`config.mk`:
```
export PLATFORM = sky130hd
export DESIGN_NAME = mcu_spi_slave
export DESIGN_NICKNAME = d
export VERILOG_FILES = /design/src/rtl/mcu_spi_slave_pkg.sv /design/src/rtl/mcu_spi_slave_pin_sync.sv /design/src/rtl/mcu_spi_slave.sv
export SDC_FILE = /design/constraint.sdc
export NUM_CORES = 1
export LEC_CHECK = 0
export BUFFER_PORTS_ARGS = -buffer_cell sky130_fd_sc_hd__buf_2
export CORE_MARGIN = 4
export CORE_UTILIZATION = 40
export CTS_CLUSTER_DIAMETER = 150
export DETAILED_ROUTE_END_ITERATION = 16
export PLACE_DENSITY = 0.7
export RECOVER_POWER = 50
export SYNTH_ARGS = -nofsm -noshare
export SYNTH_HDL_FRONTEND = slang
export SYNTH_SLANG_ARGS = --single-unit
```
`constraint.sdc`:
```
create_clock -name clk28 -period 1.7 [get_ports clk28]
set_clock_uncertainty 0.1 [all_clocks]
set_input_delay 0 -clock clk28 [delete_from_list [all_inputs] [get_ports clk28]]
set_output_delay 0 -clock clk28 [all_outputs]
set_load 0.005 [all_outputs]
```
`src/rtl/mcu_spi_slave_pkg.sv`:
```
// Shared types and constants for the MCU SPI register-access slave.
package mcu_spi_slave_pkg;

    typedef enum logic [1:0] {
        ST_WAIT_CS,
        ST_IDLE,
        ST_ADDR,
        ST_DATA
    } spi_state_e;

    localparam logic SPI_MISO_IDLE = 1'b1;

endpackage

```
`src/rtl/mcu_spi_slave_pin_sync.sv`:
```
// Multi-flop synchronizer for one SPI pin, with level and single-cycle rise/fall outputs.
module mcu_spi_slave_pin_sync #(
    parameter int   STAGES  = 2,
    parameter logic RST_VAL = 1'b0
) (
    input  logic clk28,
    input  logic rst,
    input  logic pin_i,
    output logic level_o,
    output logic rise_o,
    output logic fall_o
);

    logic [STAGES-1:0] sync_q;
    logic              prev_q;

    always_ff @(posedge clk28 or posedge rst) begin
        if (rst) begin
            sync_q <= {STAGES{RST_VAL}};
            prev_q <= RST_VAL;
        end else begin
            sync_q <= {sync_q[STAGES-2:0], pin_i};
            prev_q <= sync_q[STAGES-1];
        end
    end

    assign level_o = sync_q[STAGES-1];
    assign rise_o  = sync_q[STAGES-1] & ~prev_q;
    assign fall_o  = ~sync_q[STAGES-1] & prev_q;

endmodule

```
`src/rtl/mcu_spi_slave.sv`:
```
// SPI mode-0 slave turning MCU frames (address byte + data bytes) into register-write strobes.
// Optional readback on MISO is enabled by defining MCU_SPI_READBACK_EN.
//
// state      | meaning
// -----------+-------------------------------------------------------------
// ST_WAIT_CS | after reset; waits for CS_N seen high so a cut frame is dropped
// ST_IDLE    | CS_N high, waiting for its falling edge
// ST_ADDR    | shifting in the address byte
// ST_DATA    | shifting in data bytes; each full byte pulses cmd_valid
module mcu_spi_slave
    import mcu_spi_slave_pkg::*;
#(
    parameter int SYNC_STAGES = 2
) (
    input  logic       clk28,
    input  logic       rst,
    input  logic       spi_sck,
    input  logic       spi_mosi,
    input  logic       spi_cs_n,
    output logic       spi_miso,
    output logic       cmd_valid,
    output logic [7:0] cmd_addr,
    output logic [7:0] cmd_data,
    output logic [7:0] rd_addr,
    input  logic [7:0] rd_data,
    output logic       frame_err
);

    logic sck_lvl, sck_rise, sck_fall;
    logic mosi_lvl, mosi_rise, mosi_fall;
    logic cs_lvl, cs_rise, cs_fall;

    // CS resets to "low" so a frame cut by reset is not mistaken for CS_N high.
    mcu_spi_slave_pin_sync #(.STAGES(SYNC_STAGES), .RST_VAL(1'b0)) u_sync_sck (
        .clk28(clk28), .rst(rst), .pin_i(spi_sck),
        .level_o(sck_lvl), .rise_o(sck_rise), .fall_o(sck_fall));
    mcu_spi_slave_pin_sync #(.STAGES(SYNC_STAGES), .RST_VAL(1'b0)) u_sync_mosi (
        .clk28(clk28), .rst(rst), .pin_i(spi_mosi),
        .level_o(mosi_lvl), .rise_o(mosi_rise), .fall_o(mosi_fall));
    mcu_spi_slave_pin_sync #(.STAGES(SYNC_STAGES), .RST_VAL(1'b0)) u_sync_cs (
        .clk28(clk28), .rst(rst), .pin_i(spi_cs_n),
        .level_o(cs_lvl), .rise_o(cs_rise), .fall_o(cs_fall));

    spi_state_e state_q, state_d;
    logic [2:0] bit_cnt_q, bit_cnt_d;
    logic [7:0] shift_q, shift_d;
    logic [7:0] ptr_q, ptr_d;
    logic       got_q, got_d;
    logic [7:0] cmd_addr_q, cmd_addr_d;
    logic [7:0] cmd_data_q, cmd_data_d;
    logic       cmd_valid_q, cmd_valid_d;
    logic       frame_err_q, frame_err_d;
    logic [7:0] rd_addr_q, rd_addr_d;
    logic       rd_upd;

    always_ff @(posedge clk28 or posedge rst) begin
        if (rst) begin
            state_q     <= ST_WAIT_CS;
            bit_cnt_q   <= 3'd0;
            shift_q     <= 8'h00;
            ptr_q       <= 8'h00;
            got_q       <= 1'b0;
            cmd_addr_q  <= 8'h00;
            cmd_data_q  <= 8'h00;
            cmd_valid_q <= 1'b0;
            frame_err_q <= 1'b0;
            rd_addr_q   <= 8'h00;
        end else begin
            state_q     <= state_d;
            bit_cnt_q   <= bit_cnt_d;
            shift_q     <= shift_d;
            ptr_q       <= ptr_d;
            got_q       <= got_d;
            cmd_addr_q  <= cmd_addr_d;
            cmd_data_q  <= cmd_data_d;
            cmd_valid_q <= cmd_valid_d;
            frame_err_q <= frame_err_d;
            rd_addr_q   <= rd_addr_d;
        end
    end

    always_comb begin
        state_d     = state_q;
        bit_cnt_d   = bit_cnt_q;
        shift_d     = shift_q;
        ptr_d       = ptr_q;
        got_d       = got_q;
        cmd_addr_d  = cmd_addr_q;
        cmd_data_d  = cmd_data_q;
        cmd_valid_d = 1'b0;
        frame_err_d = 1'b0;
        rd_addr_d   = rd_addr_q;
        rd_upd      = 1'b0;
        case (state_q)
            ST_WAIT_CS: if (cs_lvl) state_d = ST_IDLE;
            ST_IDLE: begin
                if (cs_fall) begin
                    state_d   = ST_ADDR;
                    bit_cnt_d = 3'd0;
                end
            end
            ST_ADDR: begin
                if (sck_rise) begin
                    shift_d   = {shift_q[6:0], mosi_lvl};
                    bit_cnt_d = bit_cnt_q + 3'd1;
                    if (bit_cnt_q == 3'd7) begin
                        ptr_d     = shift_d;
                        rd_addr_d = shift_d;
                        rd_upd    = 1'b1;
                        got_d     = 1'b0;
                        state_d   = ST_DATA;
                    end
                end
                if (cs_rise) begin
                    state_d     = ST_IDLE;
                    frame_err_d = 1'b1;
                end
            end
            ST_DATA: begin
                if (sck_rise) begin
                    shift_d   = {shift_q[6:0], mosi_lvl};
                    bit_cnt_d = bit_cnt_q + 3'd1;
                    if (bit_cnt_q == 3'd7) begin
                        cmd_valid_d = 1'b1;
                        cmd_addr_d  = ptr_q;
                        cmd_data_d  = shift_d;
                        ptr_d       = ptr_q + 8'd1;
                        rd_addr_d   = ptr_q + 8'd1;
                        rd_upd      = 1'b1;
                        got_d       = 1'b1;
                    end
                end
                // A byte completing in the same cycle as CS_N rising still counts.
                if (cs_rise) begin
                    state_d     = ST_IDLE;
                    frame_err_d = (bit_cnt_d != 3'd0) || !got_d;
                end
            end
            default: state_d = ST_WAIT_CS;
        endcase
    end

    assign cmd_valid = cmd_valid_q;
    assign cmd_addr  = cmd_addr_q;
    assign cmd_data  = cmd_data_q;
    assign frame_err = frame_err_q;

`ifdef MCU_SPI_READBACK_EN
    logic [1:0] upd_q;
    logic [7:0] miso_sh_q;
    logic       miso_q;

    always_ff @(posedge clk28 or posedge rst) begin
        if (rst) begin
            upd_q     <= 2'b00;
            miso_sh_q <= 8'hFF;
            miso_q    <= SPI_MISO_IDLE;
        end else begin
            upd_q <= {upd_q[0], rd_upd};
            if (upd_q[1]) begin
                miso_sh_q <= rd_data;
            end else if (sck_fall && state_q == ST_DATA) begin
                miso_sh_q <= {miso_sh_q[6:0], 1'b1};
            end
            if (state_q != ST_DATA) begin
                miso_q <= SPI_MISO_IDLE;
            end else if (sck_fall) begin
                miso_q <= miso_sh_q[7];
            end
        end
    end

    assign spi_miso = miso_q;
    assign rd_addr  = rd_addr_q;
    logic unused_sync;
    assign unused_sync = ^{sck_lvl, mosi_rise, mosi_fall};
`else
    assign spi_miso = SPI_MISO_IDLE;
    assign rd_addr  = 8'h00;
    logic unused_sync;
    assign unused_sync = ^{sck_lvl, sck_fall, mosi_rise, mosi_fall, rd_data, rd_addr_q, rd_upd};
`endif

endmodule
```
==> metrics <==
overall overflow remaining after global route=0; PD cells=1020 nW/µm²; share of flip-flops with an asynchronous set or reset after synthesis=100%; buffer levels on the longest clock path=2; post-route fraction of the period consumed by the critical path=103%; setup slack, reg-to-reg=-50 ps; post-DR wirelength/cell=14.2 µm; Post-Place Setup Slack=-16.2 ps; Hold Fails Final Rpt=0; final number of setup-violating endpoints=14; Ys Warns=0; Final Max Slew Viols=0; Min-Delay Path Class=input port to asynchronous set/reset pin; most used flip-flop cell after synthesis=dfrtp_1; type of the worst setup path=flip-flop to flip-flop; outcome=finished, violations left; later-pin clock latency in the skew report=300 ps; Yosys top cell by area=dfrtp_1; share of the synthesized area in the top cell type=52.1%; via count of the first global-routing pass=1,574; endpoint of the worst-slack reg-to-reg timing path=cmd_addr[0]$_DFFE_PP0P_; drt first pass iters=4; CORE AREA=5470 µm²; remaining number of nets flagged by the antenna check after routing=0; total number of placement rows=27; Via Count=1,564; worst setup path endpoint=cmd_addr[0]$_DFFE_PP0P_; clock root buffer=clkbuf_8; Syn Std Cell Area=2260 µm²; RSZ-0062 raised after global routing=true; Worst R2R Start=bit_cnt_q[0]$_DFFE_PP0P_; required time at the endpoint of the critical path=1790 ps; overall routed net length=4.42 mm; maximum number of pins on one net before global-route repair=24; #FFs+latches synth=47; violated checks=setup timing; CTS tree=done; count of mapped cells out of synthesis=191; crit path setup slack, layout=-46.7 ps; kind of start point of the critical path=flip-flop; number of clock buffers inserted by TritonCTS=5; DP Wirelength=3.08 mm; synthesis-to-layout area growth=23.1%; Die Y-Extent=83.1 µm; critical-path maximum fanout=13; synth unique cells=43; cell area after layout=2780 µm²; largest cells by area after synthesis=dfrtp_1, mux2_4, ha_1, buf_4, mux2_2; number of H-tree levels=2; arrival time reported for the critical path endpoint=1830 ps; share of post-route cells with drive strength above 1=37.2%; number of sinks driven by the clock tree=47; global-route usage over all layers=13.0%; sequential fraction of the synthesis area=52.1%; starting utilization of the core area=41.2%; worst-margin pin slew=565 ps; Iteration-0 DRC Markers=76; number of buffer cells added on primary ports=22; leakage power summed over all cells=1.42 nW; mean instance size in the synthesized netlist=11.8 µm²; ratio of routed vias to standard cells=5.03; slew margin rel.=62.3%; number of enable-type register cells in the synthesized netlist=0; number of antenna violations at the first check in global routing=0; wire length of the first global-routing pass=7.26 mm; max-capacitance violation count=0; crit path from=bit_cnt_q[0]$_DFFE_PP0P_; final RePlAce weighted congestion=0.768; DIE AREA=6910 µm²; maximum clock frequency=573 MHz; Placement Cell Area=2570 µm²; number of cells on the worst reg-to-reg path=6; die span in x=83.1 µm; final routed DRC violation total=0; maximum resistive drop on vdd=535 µV; clock period minus worst slack=1750 ps; clock transition at the registers of the reported paths=80 ps; count of nets after finishing=259; number of diodes=0; total I/O pin count=40; Setup TNS=-440 ps; Crit. End Element=flip-flop
-- cells by family (layout without fill, tap and decap cells) --
logic type	count (synthesis)	after routing	synth area share [%]
AO/OA/AOI/OAI	48	48	13.8
flip-flops	47	47	52.1
AND/OR/NAND/NOR	39	39	9.54
buffers and inverters	25	66	6.71
multiplexers	23	23	13.6
adder cells (fa/ha/maj)	7	7	3.88
other	2	9	0.333
-- per-stage QoR --
| stage | total power, mW | std cells | hold WS [ps] | util, % |
|---|---|---|---|---|
| 2_1_floorplan | 1.79 | 198 | -68.6 | - |
| 3_3_place_gp | 2.06 | 297 | -203 | 46.9 |
| 3_5_place_dp | 2.09 | 297 | -203 | 46.9 |
| 4_1_cts | 2.76 | 308 | 12.9 | 49.1 |
| 5_1_grt | 3.01 | 311 | 100 | 50.7 |
| 6_report | 2.83 | 311 | 60.0 | 50.7 |
-- registers in the layout (all words and copies together), names as in the netlist, 2 cells and up --
register            cells
u_sync_cs.sync_q        2
u_sync_sck.sync_q       2
cmd_addr                8
shift_q                 7
state_q                 2
cmd_data                8
bit_cnt_q               3
ptr_q                   8
u_sync_mosi.sync_q      2
-- worst min path at each step --
stage,startpoint,depth (start not counted),to
after floorplan,spi_cs_n,0,u_sync_cs.sync_q[0]$_DFF_PP0_
after global placement,rst,2,cmd_data[4]$_DFFE_PP0P_
after detailed placement,rst,2,cmd_data[4]$_DFFE_PP0P_
after CTS,rst,3,cmd_data[4]$_DFFE_PP0P_
after global routing,rst,3,cmd_data[3]$_DFFE_PP0P_
final,rst,3,cmd_data[2]$_DFFE_PP0P_
-- synthesized netlist by cell type (all sizes together) (2+ instances only) --
master,instances
ha,7
a31oi,2
a21oi,13
o22ai,6
and3b,3
mux2,20
inv,8
a32o,2
nor2,6
nand2b,3
nor2b,2
nand2,11
mux2i,3
o21ai,11
dfrtp,47
nand3,5
conb,2
and3,2
o22a,4
buf,16
-- where the power goes --
part / switching, mW / leakage, nW / total (mW) / internal [mW]
logic: 0.441 / 0.746 / 0.876 / 0.436
registers: 0.0894 / 0.630 / 1.30 / 1.21
clock network: 0.375 / 0.0440 / 0.656 / 0.282
-- cell type report --
| class | count | area, µm² |
|---|---|---|
| fill | 501 | 2700 |
| timing repair buffer | 51 | 373 |
| tap | 72 | 90.1 |
| clock buffer | 5 | 68.8 |
| multi-input combinational | 126 | 1020 |
| clock inverter | 2 | 13.8 |
| inverter | 8 | 30.0 |
| sequential | 47 | 1180 |
-- routing by layer --
metal	GRT usage (%)	share of wire, %	vias to the layer above
met3	2.88	3.6	7
met1	15.5	44	771
li1	-	-	756
met2	22.2	50	30
met5	0	0	-
met4	6.24	1.8	0
-- placed cells by master (no fill, tap or decap), drive strengths merged, types with 2 or more instances in the layout --
cell and count:
dfrtp 47, buf 45, mux2 20, a21oi 13, o21ai 11, nand2 11, conb 9, inv 8
clkbuf 7, ha 7, nor2 6, o22ai 6, nand3 5, o22a 4, dlygate4sd3 4, nand2b 3
mux2i 3, and3b 3, nor2b 2, a32o 2, and3 2, a31oi 2, clkinv 2
-- timing repair --
item	4_1_cts	5_1_grt
setup buffers	0	3
resized for setup	0	16
hold buffers	4	0
hold endpoints to repair	50	0
cloned	0	0
pin swaps	0	6
endpoints found under the setup margin	14	31
-- critical path, cell delays in order, from the launching register on --
cell and delay [ps]:
dfrtp_1 390, ha_2 200, ha_4 160, and3b_2 210, nand2_2 100, buf_12 160, mux2_4 300
(Power assumes the default switching activity.)
